--- config.mk ---
export PLATFORM = sky130hd
export DESIGN_NAME = cursor_ctrl_multi_flat
export DESIGN_NICKNAME = d
export VERILOG_FILES = /design/src/rtl/cursor_pkg.sv /design/src/rtl/cursor_ctrl_multi_if.sv /design/src/rtl/cursor_step.sv /design/src/rtl/cursor_ctrl_multi.sv /design/src/flat_wrapper.sv
export SDC_FILE = /design/constraint.sdc
export NUM_CORES = 1
export LEC_CHECK = 0
export BUFFER_PORTS_ARGS = -buffer_cell sky130_fd_sc_hd__buf_2
export CORE_MARGIN = 5
export CORE_UTILIZATION = 59
export CTS_CLUSTER_SIZE = 12
export DETAILED_ROUTE_END_ITERATION = 7
export PLACE_DENSITY = 0.81
export SLEW_MARGIN = 20
export SYNTH_ARGS = -nofsm -noshare
export SYNTH_HDL_FRONTEND = slang
export SYNTH_SLANG_ARGS = --single-unit
--- constraint.sdc ---
create_clock -name clk -period 4.55 [get_ports clk]
set_input_delay 0.6825 -clock clk [delete_from_list [all_inputs] [get_ports clk]]
set_output_delay 0.6825 -clock clk [all_outputs]
set_load 0.03 [all_outputs]
--- src/rtl/cursor_pkg.sv ---
`default_nettype none
// ============================================================================
//  Package     : cursor_pkg
//  Description : Shared types and constants for the multi-cursor controller:
//                FSM state encoding, button bit positions inside each
//                cursor's 4-bit button group, and the default plot colours.
//  Revision    : 1.0 - initial release
// ============================================================================
package cursor_pkg;

  // Controller states; explicit width keeps the encoding stable across tools
  typedef enum logic [2:0] {
    IDLE  = 3'd0,
    CALC  = 3'd1,
    ERASE = 3'd2,
    DRAW  = 3'd3,
    NEXT  = 3'd4
  } state_t;

  // Bit positions within one cursor's 4-bit (active-low) button group
  localparam int BTN_LEFT  = 3;
  localparam int BTN_UP    = 2;
  localparam int BTN_DOWN  = 1;
  localparam int BTN_RIGHT = 0;

  // Default colours: cursor is red, background is black
  localparam logic [2:0] DEF_CUR_COLOUR = 3'b100;
  localparam logic [2:0] DEF_BG_COLOUR  = 3'b000;

endpackage
`default_nettype wire

--- src/rtl/cursor_ctrl_multi_if.sv ---
`default_nettype none
// ============================================================================
//  Interface   : cursor_ctrl_multi_if
//  Description : Valid/ready plot bus between the cursor controller (master)
//                and the frame-buffer writer (slave). A pixel is transferred
//                on a clock edge where plot_valid and plot_ready are both high.
//  Revision    : 1.0 - initial release
// ============================================================================
interface cursor_ctrl_multi_if #(
  parameter int XW = 8,
  parameter int YW = 7
);

  logic          plot_valid;
  logic          plot_ready;
  logic [XW-1:0] plot_x;
  logic [YW-1:0] plot_y;
  logic [2:0]    plot_colour;

  modport master (
    output plot_valid,
    output plot_x,
    output plot_y,
    output plot_colour,
    input  plot_ready
  );

  modport slave (
    input  plot_valid,
    input  plot_x,
    input  plot_y,
    input  plot_colour,
    output plot_ready
  );

endinterface
`default_nettype wire

--- src/rtl/cursor_step.sv ---
`default_nettype none
// ============================================================================
//  Module      : cursor_step
//  Description : Combinational next-position calculator for one cursor.
//                Right beats left, up beats down, up decreases y. Arithmetic
//                is one bit wider than the coordinate and the result is
//                clamped to the visible screen (no wrap-around).
//  Revision    : 1.0 - initial release
// ============================================================================
module cursor_step #(
  parameter int SCR_W = 160,
  parameter int SCR_H = 120,
  parameter int XW    = 8,
  parameter int YW    = 7,
  parameter int STEP  = 1
) (
  input  logic [XW-1:0] cur_x,
  input  logic [YW-1:0] cur_y,
  input  logic          left,
  input  logic          up,
  input  logic          down,
  input  logic          right,
  input  logic          fast,
  output logic [XW-1:0] nxt_x,
  output logic [YW-1:0] nxt_y
);

  localparam logic [XW:0] STEP_X1 = (XW+1)'(STEP);
  localparam logic [XW:0] STEP_X2 = (XW+1)'(2*STEP);
  localparam logic [XW:0] MAX_X   = (XW+1)'(SCR_W-1);
  localparam logic [YW:0] STEP_Y1 = (YW+1)'(STEP);
  localparam logic [YW:0] STEP_Y2 = (YW+1)'(2*STEP);
  localparam logic [YW:0] MAX_Y   = (YW+1)'(SCR_H-1);

  logic [XW:0] step_x;
  logic [XW:0] wide_x;
  logic [YW:0] step_y;
  logic [YW:0] wide_y;

  // Horizontal move: saturate at the right edge, floor at zero on the left
  always_comb begin
    step_x = fast ? STEP_X2 : STEP_X1;
    wide_x = {1'b0, cur_x};
    if (right) begin
      wide_x = wide_x + step_x;
      if (wide_x > MAX_X) wide_x = MAX_X;
    end else if (left) begin
      if (wide_x < step_x) wide_x = '0;
      else                 wide_x = wide_x - step_x;
    end
    nxt_x = wide_x[XW-1:0];
  end

  // Vertical move: up is towards row zero, down saturates at the bottom row
  always_comb begin
    step_y = fast ? STEP_Y2 : STEP_Y1;
    wide_y = {1'b0, cur_y};
    if (up) begin
      if (wide_y < step_y) wide_y = '0;
      else                 wide_y = wide_y - step_y;
    end else if (down) begin
      wide_y = wide_y + step_y;
      if (wide_y > MAX_Y) wide_y = MAX_Y;
    end
    nxt_y = wide_y[YW-1:0];
  end

endmodule
`default_nettype wire

--- src/rtl/cursor_ctrl_multi.sv ---
`default_nettype none
// ============================================================================
//  Module      : cursor_ctrl_multi
//  Description : Moves N_CUR independent cursors on a tick strobe. For each
//                cursor that moves, the old pixel is erased and the new one
//                drawn over a valid/ready plot bus; positions commit on the
//                DRAW transfer. A single cursor_step block is shared by all
//                cursors through an idx mux.
//  Options     : define CURSOR_ACCEL_EN to add a per-cursor hold counter that
//                doubles the step once a direction has been held HOLD_TICKS
//                processed ticks.
//  Revision    : 1.0 - initial release
// ============================================================================
module cursor_ctrl_multi
  import cursor_pkg::*;
#(
  parameter int         SCR_W      = 160,
  parameter int         SCR_H      = 120,
  parameter int         XW         = 8,
  parameter int         YW         = 7,
  parameter int         N_CUR      = 2,
  parameter int         STEP       = 1,
  parameter int         X0         = 80,
  parameter int         Y0         = 60,
  parameter int         HOLD_TICKS = 8,
  parameter logic [2:0] CUR_COLOUR = DEF_CUR_COLOUR,
  parameter logic [2:0] BG_COLOUR  = DEF_BG_COLOUR
) (
  input  logic                   clk,
  input  logic                   reset,
  input  logic                   tick,
  input  logic [4*N_CUR-1:0]     btn_n,
  output logic [N_CUR*XW-1:0]    cur_x,
  output logic [N_CUR*YW-1:0]    cur_y,
  output logic                   busy,
  cursor_ctrl_multi_if.master    plot
);

  localparam int            IW       = (N_CUR > 1) ? $clog2(N_CUR) : 1;
  localparam logic [IW-1:0] LAST_IDX = IW'(N_CUR-1);

  state_t         state;
  state_t         state_nx;
  logic [IW-1:0]  idx;
  logic [IW-1:0]  idx_nx;
  logic           tick_d;
  logic           tick_rise;
  logic [4*N_CUR-1:0] btn_q;
  logic [XW-1:0]  pos_x [N_CUR];
  logic [YW-1:0]  pos_y [N_CUR];
  logic [XW-1:0]  tgt_x;
  logic [YW-1:0]  tgt_y;
  logic           pv;
  logic [XW-1:0]  px;
  logic [YW-1:0]  py;
  logic [2:0]     pc;

  logic [XW-1:0]  sel_x;
  logic [YW-1:0]  sel_y;
  logic [3:0]     sel_btn;   // active-high pressed flags of cursor idx
  logic           sel_fast;
  logic [XW-1:0]  step_x;
  logic [YW-1:0]  step_y;
  logic           moved;
  logic           xfer;

  assign tick_rise = tick & ~tick_d;
  assign moved     = (step_x != sel_x) || (step_y != sel_y);
  assign xfer      = pv && plot.plot_ready;
  assign busy      = (state != IDLE);

  assign plot.plot_valid  = pv;
  assign plot.plot_x      = px;
  assign plot.plot_y      = py;
  assign plot.plot_colour = pc;

  // Select the current position and latched buttons of cursor idx
  always_comb begin
    sel_x   = pos_x[0];
    sel_y   = pos_y[0];
    sel_btn = ~btn_q[3:0];
    for (int i = 0; i < N_CUR; i++) begin
      if (idx == IW'(i)) begin
        sel_x   = pos_x[i];
        sel_y   = pos_y[i];
        sel_btn = ~btn_q[4*i +: 4];
      end
    end
  end

  cursor_step #(
    .SCR_W (SCR_W),
    .SCR_H (SCR_H),
    .XW    (XW),
    .YW    (YW),
    .STEP  (STEP)
  ) u_step (
    .cur_x (sel_x),
    .cur_y (sel_y),
    .left  (sel_btn[BTN_LEFT]),
    .up    (sel_btn[BTN_UP]),
    .down  (sel_btn[BTN_DOWN]),
    .right (sel_btn[BTN_RIGHT]),
    .fast  (sel_fast),
    .nxt_x (step_x),
    .nxt_y (step_y)
  );

`ifdef CURSOR_ACCEL_EN
  localparam int HW = $clog2(HOLD_TICKS+1);
  localparam logic [HW-1:0] HOLD_MAX = HW'(HOLD_TICKS);

  logic [HW-1:0] hold_cnt [N_CUR];

  // Double step once the count reached the threshold before this move
  always_comb begin
    sel_fast = 1'b0;
    for (int i = 0; i < N_CUR; i++) begin
      if (idx == IW'(i)) sel_fast = (hold_cnt[i] >= HOLD_MAX);
    end
  end

  // Count processed ticks with any direction held, saturating; clear on release
  always_ff @(posedge clk or posedge reset) begin
    if (reset) begin
      for (int i = 0; i < N_CUR; i++) hold_cnt[i] <= '0;
    end else if (state == CALC) begin
      for (int i = 0; i < N_CUR; i++) begin
        if (idx == IW'(i)) begin
          if (|sel_btn) begin
            if (hold_cnt[i] != HOLD_MAX) hold_cnt[i] <= hold_cnt[i] + 1'b1;
          end else begin
            hold_cnt[i] <= '0;
          end
        end
      end
    end
  end
`else
  assign sel_fast = 1'b0;
`endif

  // State and cursor-index register
  always_ff @(posedge clk or posedge reset) begin
    if (reset) begin
      state <= IDLE;
      idx   <= '0;
    end else begin
      state <= state_nx;
      idx   <= idx_nx;
    end
  end

  // Next-state logic; ticks outside IDLE are simply ignored
  always_comb begin
    state_nx = state;
    idx_nx   = idx;
    case (state)
      IDLE: begin
        if (tick_rise) begin
          state_nx = CALC;
          idx_nx   = '0;
        end
      end
      CALC:  state_nx = moved ? ERASE : NEXT;
      ERASE: if (xfer) state_nx = DRAW;
      DRAW:  if (xfer) state_nx = NEXT;
      NEXT: begin
        if (idx == LAST_IDX) begin
          state_nx = IDLE;
        end else begin
          idx_nx   = idx + 1'b1;
          state_nx = CALC;
        end
      end
      default: state_nx = IDLE;
    endcase
  end

  // Datapath: button latch, target capture, plot payload and position commit
  always_ff @(posedge clk or posedge reset) begin
    if (reset) begin
      tick_d <= 1'b0;
      btn_q  <= '1;
      tgt_x  <= '0;
      tgt_y  <= '0;
      pv     <= 1'b0;
      px     <= '0;
      py     <= '0;
      pc     <= BG_COLOUR;
      for (int i = 0; i < N_CUR; i++) begin
        pos_x[i] <= XW'(X0);
        pos_y[i] <= YW'(Y0);
      end
    end else begin
      tick_d <= tick;
      case (state)
        IDLE: begin
          if (tick_rise) btn_q <= btn_n;
        end
        CALC: begin
          if (moved) begin
            tgt_x <= step_x;
            tgt_y <= step_y;
            px    <= sel_x;
            py    <= sel_y;
            pc    <= BG_COLOUR;
            pv    <= 1'b1;
          end
        end
        ERASE: begin
          if (xfer) begin
            px <= tgt_x;
            py <= tgt_y;
            pc <= CUR_COLOUR;
          end
        end
        DRAW: begin
          if (xfer) begin
            pv <= 1'b0;
            for (int i = 0; i < N_CUR; i++) begin
              if (idx == IW'(i)) begin
                pos_x[i] <= tgt_x;
                pos_y[i] <= tgt_y;
              end
            end
          end
        end
        default: ;
      endcase
    end
  end

  // Flatten committed positions onto the output buses
  for (genvar g = 0; g < N_CUR; g++) begin : g_out
    assign cur_x[g*XW +: XW] = pos_x[g];
    assign cur_y[g*YW +: YW] = pos_y[g];
  end

endmodule
`default_nettype wire

--- src/flat_wrapper.sv ---
// flat-port wrapper written by rule: the top's interface ports become plain ports
module cursor_ctrl_multi_flat import cursor_pkg::*;
#(
  parameter int         SCR_W      = 160,
  parameter int         SCR_H      = 120,
  parameter int         XW         = 8,
  parameter int         YW         = 7,
  parameter int         N_CUR      = 2,
  parameter int         STEP       = 1,
  parameter int         X0         = 80,
  parameter int         Y0         = 60,
  parameter int         HOLD_TICKS = 8,
  parameter logic [2:0] CUR_COLOUR = DEF_CUR_COLOUR,
  parameter logic [2:0] BG_COLOUR  = DEF_BG_COLOUR
)
  (clk, reset, tick, btn_n, cur_x, cur_y, busy, plot_plot_valid, plot_plot_x, plot_plot_y, plot_plot_colour, plot_plot_ready);
  cursor_ctrl_multi_if #(.XW(XW), .YW(YW)) plot_i ();
  input  logic clk;
  input  logic reset;
  input  logic tick;
  input  logic [4*N_CUR-1:0] btn_n;
  output logic [N_CUR*XW-1:0] cur_x;
  output logic [N_CUR*YW-1:0] cur_y;
  output logic busy;
  output wire logic [$bits(plot_i.plot_valid)-1:0] plot_plot_valid;
  output wire logic [$bits(plot_i.plot_x)-1:0] plot_plot_x;
  output wire logic [$bits(plot_i.plot_y)-1:0] plot_plot_y;
  output wire logic [$bits(plot_i.plot_colour)-1:0] plot_plot_colour;
  input wire logic [$bits(plot_i.plot_ready)-1:0] plot_plot_ready;
  assign plot_plot_valid = plot_i.plot_valid;
  assign plot_plot_x = plot_i.plot_x;
  assign plot_plot_y = plot_i.plot_y;
  assign plot_plot_colour = plot_i.plot_colour;
  assign plot_i.plot_ready = plot_plot_ready;
  cursor_ctrl_multi #(.SCR_W(SCR_W), .SCR_H(SCR_H), .XW(XW), .YW(YW), .N_CUR(N_CUR), .STEP(STEP), .X0(X0), .Y0(Y0), .HOLD_TICKS(HOLD_TICKS), .CUR_COLOUR(CUR_COLOUR), .BG_COLOUR(BG_COLOUR)) u_core (.clk(clk), .reset(reset), .tick(tick), .btn_n(btn_n), .cur_x(cur_x), .cur_y(cur_y), .busy(busy), .plot(plot_i));
endmodule
# Yosys cells after proc, flatten, opt, wreduce, memory -nomap -nowiden
# Cells that the tools add are included.
# word_totals
register_bits	77
in_bits	12
out_inout_bits	50
word_cells	84
# classes
addsub	5
n_lt_le_gt_ge	4
eq_ne	10
n_mux	31
n_bitwise	5
reduce_logical	15
# op_table
cell	n
two-way mux 8 bit	7
two-way mux 7 bit	7
case mux 8 bit (2 select lines)	1
two-way mux 3 bit	5
case mux 3 bit (5 select lines)	1
AND reduction 3 bit	5
case mux 7 bit (2 select lines)	1
adder 8 x 1 -> 9 bit, second input constant	1
greater-than comparator 9 x 8 -> 1 bit, second input constant	1
adder 7 x 1 -> 8 bit, second input constant	1
greater-than comparator 8 x 7 -> 1 bit, second input constant	1
less-than comparator 8 x 1 -> 1 bit, second input constant	1
!= test 2 x 1 -> 1 bit, second input constant	4
!= test 8 bit	1
NOT 4 bit	2
subtractor 8 x 1 -> 8 bit, second input constant	1
less-than comparator 7 x 1 -> 1 bit, second input constant	1
!= test 7 bit	1
subtractor 7 x 1 -> 7 bit, second input constant	1
equality test 3 x 2 -> 1 bit, second input constant	2
case mux 3 bit (2 select lines)	1
AND reduction 2 bit	3
nonzero test 2 bit	3
two-way mux 1 bit	5
other kinds (11)	13

# Depth between registers and ports, before layout
# Gate-level depths: netlist (run 1).
# depth
word_depth	10
ltp_mapped	16
ltp_nobuf	12

# By module
# From an unflattened synthesis (run 1), not the netlist that was laid out.
# unflattened
hier_cells	421
area_unflattened_um2	4571.9
# modules_own_cells
module	instances	cells_per_inst	area_each_um2	seq_area_each_um2
cursor_ctrl_multi	1	275	3579.7	1901.8
cursor_step	1	146	992.2	0.0

# Worst setup path after synthesis (run 1)
# OpenSTA, ideal clock, no wires.
# synth_timing
path_kind	flip-flop to flip-flop
from	register u_core.idx
to	register u_core.py[2] (netlist: u_core.plot.plot_y[2])
setup_ps	126
arrival_ps	3363
required_time_ps	4424
slack_ps	1061
stages_incl_launch_ff	17
path_buffers	4
period_less_slack_ps	3489
path_cell_list	dfrtp_1 buf_6 buf_6 buf_6 and2_1 a21oi_1 inv_1 ha_1 or4bb_1 o211ai_1 a31oi_1 a31oi_1 nand4_1 a22oi_2 a31oi_4 buf_12 a221o_1
# synth_via
elab_chain_len	10
word_cells_on_any_way	26
cone_classes	add/sub (4); order compare (4); eq/ne (3); mux (13); reduce/logical (2)
# synth_lines
element	line_no	rtl
from (decl)	cursor_ctrl_multi.sv:44	logic [IW-1:0] idx;
from (signal assigned)	cursor_ctrl_multi.sv:150	idx <= idx_nx;
two-way mux 7 bit	cursor_ctrl_multi.sv:83	if (idx == IW'(i)) begin
adder 7 x 1 -> 8 bit	cursor_step.sv:62	wide_y = wide_y + step_y;
greater-than comparator 8 x 7 -> 1 bit	cursor_step.sv:63	if (wide_y > MAX_Y) wide_y = MAX_Y;
two-way mux 7 bit	cursor_step.sv:63	
two-way mux 7 bit	cursor_step.sv:61	end else if (down) begin
two-way mux 7 bit	cursor_step.sv:58	if (up) begin
!= test 7 bit	cursor_ctrl_multi.sv:68	assign moved = (step_x != sel_x) || (step_y != sel_y);
logical OR 1 bit	cursor_ctrl_multi.sv:68	
!= test 2 x 1 -> 1 bit (no line)	-	
AND reduction 3 bit (no line)	-	
to (signal assigned)	cursor_ctrl_multi.sv:206	py <= sel_y;
to (signal assigned)	cursor_ctrl_multi.sv:214	py <= tgt_y;
to (decl)	cursor_ctrl_multi.sv:55	logic [YW-1:0] py;
# Parallel ways exist; a longest one is shown, timed or not. The select of a mux whose other input is x is not followed.
# A chain may end at the register's enable or synchronous reset.

# Final worst setup path (run 1)
# layout_timing
from	register u_core.idx
to	register u_core.tgt_x[4]
# layout_via
elab_chain_len	9
word_cells_on_any_way	23
cone_classes	add/sub (4); order compare (4); eq/ne (2); mux (11); reduce/logical (2)
# layout_lines
element	line_no	rtl
two-way mux 7 bit	cursor_ctrl_multi.sv:83	
adder 7 x 1 -> 8 bit	cursor_step.sv:62	
greater-than comparator 8 x 7 -> 1 bit	cursor_step.sv:63	
two-way mux 7 bit	cursor_step.sv:63	
two-way mux 7 bit	cursor_step.sv:61	
two-way mux 7 bit	cursor_step.sv:58	
!= test 7 bit	cursor_ctrl_multi.sv:68	
logical OR 1 bit	cursor_ctrl_multi.sv:68	
AND reduction 2 bit (no line)	-	
to (signal assigned)	cursor_ctrl_multi.sv:203	tgt_x <= step_x;
to (decl)	cursor_ctrl_multi.sv:51	logic [XW-1:0] tgt_x;
# Parallel ways exist; a longest one is shown, timed or not.

==> flow_summary_export.csv, run 1 <==
group,metric,value,unit
worst_setup_path,crit_type,"reg -> reg",
grt,antenna_found_initial,0,
worst_setup_path,cp_cell_sequence,"mux2i_2, inv_2, ha_1, and4_1, nor2_1, xnor2_1, o22ai_1, o21ai_0, a22o_1, a31oi_4, buf_16, mux2_2",
detailed_routing,totalWireLength,15.3,mm
detailed_routing,firstDrtPassIters,5,
logic_synthesis,synth_area_per_cell,10.2,µm²
logic_synthesis,synth_cell_types,86,
cells_and_area,area_growth,11.1,%
timing,rsz0062_at_grt,"no",
power_and_ir_drop,pwr_density_cell,874,mW/mm²
power_and_ir_drop,p_comb_share,58.9,%
worst_setup_path,cp.arrival,4.18,ns
worst_setup_path,crit_family,"compound AO/OA/AOI/OAI gates",
placement,hpwl,11.0,mm
clock_tree,clock_latency,0.36,ns
worst_hold_path,hold_path_class,"in -> async",
logic_synthesis,synthXorXnorAreaFrac,2.37,%
timing,max_slew.worst_pin.slew,1.06,ns
run,cap_viol_max_count,0,
grt,grt_pass1_wl,24.8,mm
timing,slew_viol_final,0,
die,core,0.00864,mm²
worst_setup_path,crit_required,4.79,ns
die,rows,34,
logic_synthesis,synth_top_cell_by_area,"dfrtp_1",
detailed_routing,via_per_inst,6.77,
power_and_ir_drop,power.total,5.03,mW
die,io_pins,62,
timing,fmax,0.254,GHz
logic_synthesis,synth_warnings,0,
cells_and_area,final_layout_size_suffix_gt1_share,32.9,%
worst_setup_path,worstPathMaxFanout,22,
logic_synthesis,yosys.area.top_type_share,26.6,%
logic_synthesis,synth_compound_area_share,21.7,%
timing,setup_tns,0,ns
grt,overflow,0,
logic_synthesis,syn_inst,510,
power_and_ir_drop,switching_share,49.9,%
clock_tree,post_cts.repair.setup_buffers,0,
timing,hold-worst-slack,0.363,ns
clock_tree,cts_tree,"done",
worst_setup_path,slowest_stage,"dfrtp_2",
logic_synthesis,synthAdderAreaFrac,1.21,%
worst_setup_path,path_depth,12,
die,dieWidth,104,µm
clock_tree,ctsResizeCount,0,
timing,setup_viol,0,
detailed_routing,post_drt_wl_per_cell,22.5,µm
placement,routabilityCongestion,1.04,
logic_synthesis,muxShareOfSynthArea,17.3,%
worst_setup_path,crit_path_end_kind,"flop",
grt,grt_max_degree,50,
logic_synthesis,synth_edf_count,0,
clock_tree,cts.htree.levels,3,
worst_setup_path,crit_start,"u_core.idx",
timing,skew,0.0128,ns
logic_synthesis,synth.top_cells.by_count,"dfrtp_1, mux2_2, nand2_1",
clock_tree,path_clk_slew,0.09,ns
power_and_ir_drop,internal_power,2.52,mW
logic_synthesis,yosys.area_share.simple,15.8,%
cells_and_area,num_antenna_cells,0,
power_and_ir_drop,peakVddDrop,0.000428,V
cells_and_area,finalNetCount,584,
outcome,status,"finished clean",
logic_synthesis,ys_seq_area_share,36.7,%
placement,post-place-ws,0.396,ns
worst_setup_path,reg2regPathDepth,12,
timing,fin_ws,0.608,ns
detailed_routing,first_iter_violations,322,
timing,finalHoldViolCount,0,
timing,fin_crit,3.94,ns
clock_tree,cts.sinks,75,
logic_synthesis,yosysMostFrequentCell,"dfrtp_1",
die,initial_utilization,60.0,%
worst_setup_path,critPathLaunchType,"flop",
logic_synthesis,synthTopCellsByArea,"dfrtp_1, dfstp_2, mux2_2, a22o_1, a221o_1",
detailed_routing,final_antenna_net_count,0,
die,dieArea,0.0108,mm²
logic_synthesis,netlist_area,0.00518,mm²
power_and_ir_drop,p_clk_share,11.6,%
grt,grt_usage,28.3,%
grt,grt_pass1_vias,4637,
clock_tree,cts_inserted_buffers,9,
die,fp.dieH,104,µm
timing,min_period_over_period,86.6,%
detailed_routing,drc,0,
cells_and_area,n_fill_cell,738,
placement,portBuffers,59,
power_and_ir_drop,p_seq_share,29.5,%
worst_setup_path,worstPathBufferInverterCount,2,
worst_setup_path,r2r_start,"u_core.idx",
cells_and_area,final_util,66.7,%
logic_synthesis,async_reset_ff_share,100,%
power_and_ir_drop,power_leakage,2.54,nW
detailed_routing,via_count,4601,
timing,relSlewSlack,29.5,%
logic_synthesis,synth_top_family_by_area,"compound AO/OA/AOI/OAI gates",
power_and_ir_drop,power.switching,2.51,mW
logic_synthesis,ys.flop_type,"dfrtp_1",
logic_synthesis,synth_seq_cells,75,
clock_tree,ctsHoldBuffers,0,
worst_setup_path,max_stage_delay,0.58,ns
clock_tree,cts_root_buf,"clkbuf_8",
clock_tree,clock_path_buffers,2,
[final timing paths]
path	to	slack [ns]
hold reg to reg	u_core.plot.plot_colour[2]	0.54
setup reg to reg	u_core.tgt_x[4]	0.61
min in group clk	u_core.tick_d	0.46
hold / removal	u_core.cur_y[6]	0.36
setup / recovery	u_core.tgt_x[4]	0.61
max in group asynchronous	u_core.idx	3.14
[worst register-to-register path, stage by stage (launching register included)]
cell	delay, ns
dfrtp_2	0.58
mux2i_2	0.38
inv_2	0.12
ha_1	0.32
and4_1	0.27
nor2_1	0.15
xnor2_1	0.09
o22ai_1	0.41
o21ai_0	0.15
a22o_1	0.27
a31oi_4	0.49
buf_16	0.24
mux2_2	0.35
[sequential cells by signal, indices dropped and copies added (netlist names), 3 cells and up]
name / count
u_core.state: 3
u_core.tgt_y: 7
u_core.cur_x: 16
u_core.plot.plot_x: 8
u_core.plot.plot_y: 7
u_core.tgt_x: 8
u_core.cur_y: 14
u_core.btn_q: 8
[power by group through the flow]
| stage | Sequential (mW) | Combinational (mW) | Clock [mW] |
|---|---|---|---|
| detailed placement | 1.48 | 2.90 | 0 |
| global route | 1.53 | 3.19 | 0.628 |
| finish | 1.48 | 2.96 | 0.583 |
| global placement | 1.46 | 2.86 | 0 |
| floorplan | 1.56 | 2.03 | 0 |
| CTS | 1.47 | 2.92 | 0.596 |
[per-stage QoR]
stage          cell area (µm²)  instances
3_3_place_gp              5510        663
4_1_cts                   5730        679
3_5_place_dp              5510        663
2_1_floorplan             5180        511
6_report                  5760        680
5_1_grt                   5760        680
[final cells by class]
class	instances	area, µm²	share of cell area [%]
Clock buffer	10	128	2.22
Clock inverter	6	90.1	1.56
Inverter	14	52.6	0.913
Multi-Input combinational cell	395	3040	52.7
Sequential cell	75	1900	33.1
Tap cell	108	135	2.35
Timing Repair Buffer	72	413	7.17
[cell families (layout without fill, tap and decap cells)]
logic type	count (synthesis)	after routing
AO/OA/AOI/OAI	144	144
XOR/XNOR	14	14
adder cells (fa/ha/maj)	5	5
buffers and inverters	41	102
flip-flops	75	75
multiplexers	76	76
other	1	2
AND/OR/NAND/NOR	154	154
[cell usage in the layout (no fill, tap or decap), types with 4 or more instances in the layout]
master,synthesis,final
a211oi_1,4,4
nand3_1,16,16
nor3_1,17,17
a221o_1,16,16
clkbuf_8,0,9
inv_1,13,12
nand4b_1,4,4
ha_1,5,5
mux2i_1,15,15
nor2_1,30,29
a31oi_1,6,6
a21oi_1,17,17
buf_2,3,59
o21ai_0,24,24
dfrtp_1,55,54
nand2_1,40,40
mux2_2,45,45
mux2_4,10,10
and3_1,5,5
dfstp_2,20,20
a22o_1,28,28
nand4_1,5,5
o211ai_1,4,4
mux2i_2,4,4
nor2b_1,5,5
o22ai_1,6,6
xnor2_1,13,13
nand2b_1,4,4
buf_4,2,12
[metal layers]
layer  up-vias  GRT usage [%]  share of wire [%]
li1       2070              -                  -
met1      2261           35.1                 39
met2       211           45.9                 48
met3        59           5.41                6.8
met4         0           16.6                6.4
met5         -              0                  0
No activity file was read; power rests on OpenSTA's default activity.
==> inputs of run 2 (changes only) <==
Settings changed: CELL_PAD_IN_SITES_DETAIL_PLACEMENT from default to 0, CELL_PAD_IN_SITES_GLOBAL_PLACEMENT from default to 1, CORE_UTILIZATION 59 to 46, PLACE_DENSITY 0.81 to default, PLACE_DENSITY_LB_ADDON from default to 0.1.
==> flow_summary_export.csv, run 2 (synthesis gave the netlist of run 1 again) <==
group,metric,value,unit
detailed_routing,post_drt_wl_per_cell,22.1,µm
worst_setup_path,worstPathMaxFanout,15,
placement,hpwl,11.4,mm
timing,hold-worst-slack,0.460,ns
worst_setup_path,path_depth,12,
clock_tree,cts_tree,"done",
detailed_routing,via_count,4510,
grt,grt_usage,24.5,%
detailed_routing,final_antenna_net_count,0,
detailed_routing,drc,0,
timing,skew,0.0122,ns
timing,max_slew.worst_pin.slew,1.10,ns
power_and_ir_drop,power_leakage,2.55,nW
cells_and_area,layout_commonest_cell,"buf_2",
grt,antenna_found_initial,0,
die,dieArea,0.0135,mm²
detailed_routing,via_per_inst,6.34,
worst_setup_path,crit_family,"compound AO/OA/AOI/OAI gates",
worst_setup_path,critPathLaunchType,"flop",
cells_and_area,largest_reg_flops,16,
placement,portBuffers,59,
clock_tree,ctsHoldBuffers,0,
grt,overflow,0,
placement,routabilityCongestion,0.902,
worst_setup_path,crit_required,4.83,ns
run,cap_viol_max_count,0,
worst_setup_path,reg2regPathDepth,12,
timing,fmax,0.257,GHz
clock_tree,post_cts.repair.setup_buffers,0,
worst_setup_path,slowest_stage,"o2111a_1",
detailed_routing,totalWireLength,15.7,mm
worst_setup_path,crit_path_end_kind,"flop",
timing,setup_viol,0,
die,rows,38,
worst_setup_path,r2r_start,"u_core.idx",
timing,finalHoldViolCount,0,
cells_and_area,fin_cells,711,
cells_and_area,area_growth,12.7,%
detailed_routing,first_iter_violations,279,
die,initial_utilization,47.4,%
power_and_ir_drop,peakVddDrop,0.000356,V
timing,rsz0062_at_grt,"no",
worst_setup_path,cp_cell_sequence,"inv_1, a21oi_1, inv_1, ha_1, or4bb_1, o211ai_1, a31oi_1, a31oi_1, nand4_1, a22oi_2, o2111a_1, a221o_1",
timing,slew_viol_final,0,
grt,grt_pass1_wl,25.1,mm
worst_setup_path,cp.arrival,4.17,ns
power_and_ir_drop,power.total,5.09,mW
clock_tree,clock_latency,0.35,ns
timing,relSlewSlack,26.2,%
grt,grt_pass1_vias,4520,
cells_and_area,final_cell_mix,"buf_2, dfrtp_1, mux2_2, nand2_1, nor2_1",
worst_hold_path,hold_path_class,"in -> async",
clock_tree,path_clk_slew,0.06,ns
worst_setup_path,r2r_end,"u_core.plot.plot_y[6]",
cells_and_area,final_area,0.00584,mm²
cells_and_area,n_fill_cell,1052,
die,io_pins,62,
worst_setup_path,worstPathBufferInverterCount,2,
clock_tree,cts.sinks,75,
die,core,0.0109,mm²
die,dieWidth,116,µm
cells_and_area,finalNetCount,584,
timing,setup_tns,0,ns
worst_setup_path,r2r_slack,0.66,ns
placement,dpl-instance-area,0.00555,mm²
timing,fin_crit,3.89,ns
grt,grt_max_degree,45,
clock_tree,cts_inserted_buffers,9,
clock_tree,clock_path_buffers,2,
clock_tree,ctsResizeCount,0,
power_and_ir_drop,pwr_density_cell,871,mW/mm²
clock_tree,cts.htree.levels,3,
cells_and_area,final_layout_size_suffix_gt1_share,32.6,%
clock_tree,cts_root_buf,"clkbuf_16",
placement,dp.cells,695,
outcome,status,"finished clean",
timing,min_period_over_period,85.6,%
die,fp.dieH,116,µm
worst_setup_path,crit_type,"reg -> reg",
worst_setup_path,max_stage_delay,0.68,ns
detailed_routing,firstDrtPassIters,5,
cells_and_area,num_antenna_cells,0,
## run 2: cell count changes in the layout (fill, tap and decap cells not counted), moves of 2 or more
cell,delta
bufinv_16,-2
clkbuf_16,+9
clkbuf_8,-9
clkinv_2,+2
clkinvlp_4,+2
## run 2: report_power, final
part           total (mW)  internal, mW  switching [mW]
Clock               0.644         0.364           0.281
Sequential           1.48         0.995           0.488
Combinational        2.96          1.22            1.74
## run 2: final cells by class
type                    count  area [µm²]  share of cell area (%)
inverters                  14        53.8                   0.921
clock buffers              10         229                    3.92
multi-input cells         395        3030                    51.9
repair buffers             72         413                    7.07
flip-flops and latches     75        1900                    32.6
clock inverters             5        32.5                   0.557
well taps                 140         175                    3.00
## run 2: stage by stage
step	util [%]	setup slack [ns]
finish	53.4	0.656
detailed placement	50.7	0.410
CTS	53.1	0.390
global placement	50.7	0.474
floorplan	-	1.06
global route	53.4	0.372
## run 2: routing by layer
| metal | vias up | part of all wire (%) | track usage, % |
|---|---|---|---|
| li1 | 2082 | - | - |
| met1 | 2201 | 41 | 30.4 |
| met3 | 50 | 4.8 | 3.52 |
| met5 | - | 0 | 0 |
| met2 | 177 | 50 | 41.3 |
| met4 | 0 | 4.2 | 13.1 |
## run 2: worst max-delay path by stage
stage,start,to
floorplan,u_core.idx,u_core.plot.plot_y[2]
global placement,u_core.idx,u_core.tgt_x[5]
detailed placement,u_core.idx,u_core.tgt_x[4]
CTS,u_core.idx,u_core.tgt_x[4]
global route,u_core.idx,u_core.plot.plot_y[0]
finish,u_core.idx,u_core.plot.plot_y[6]
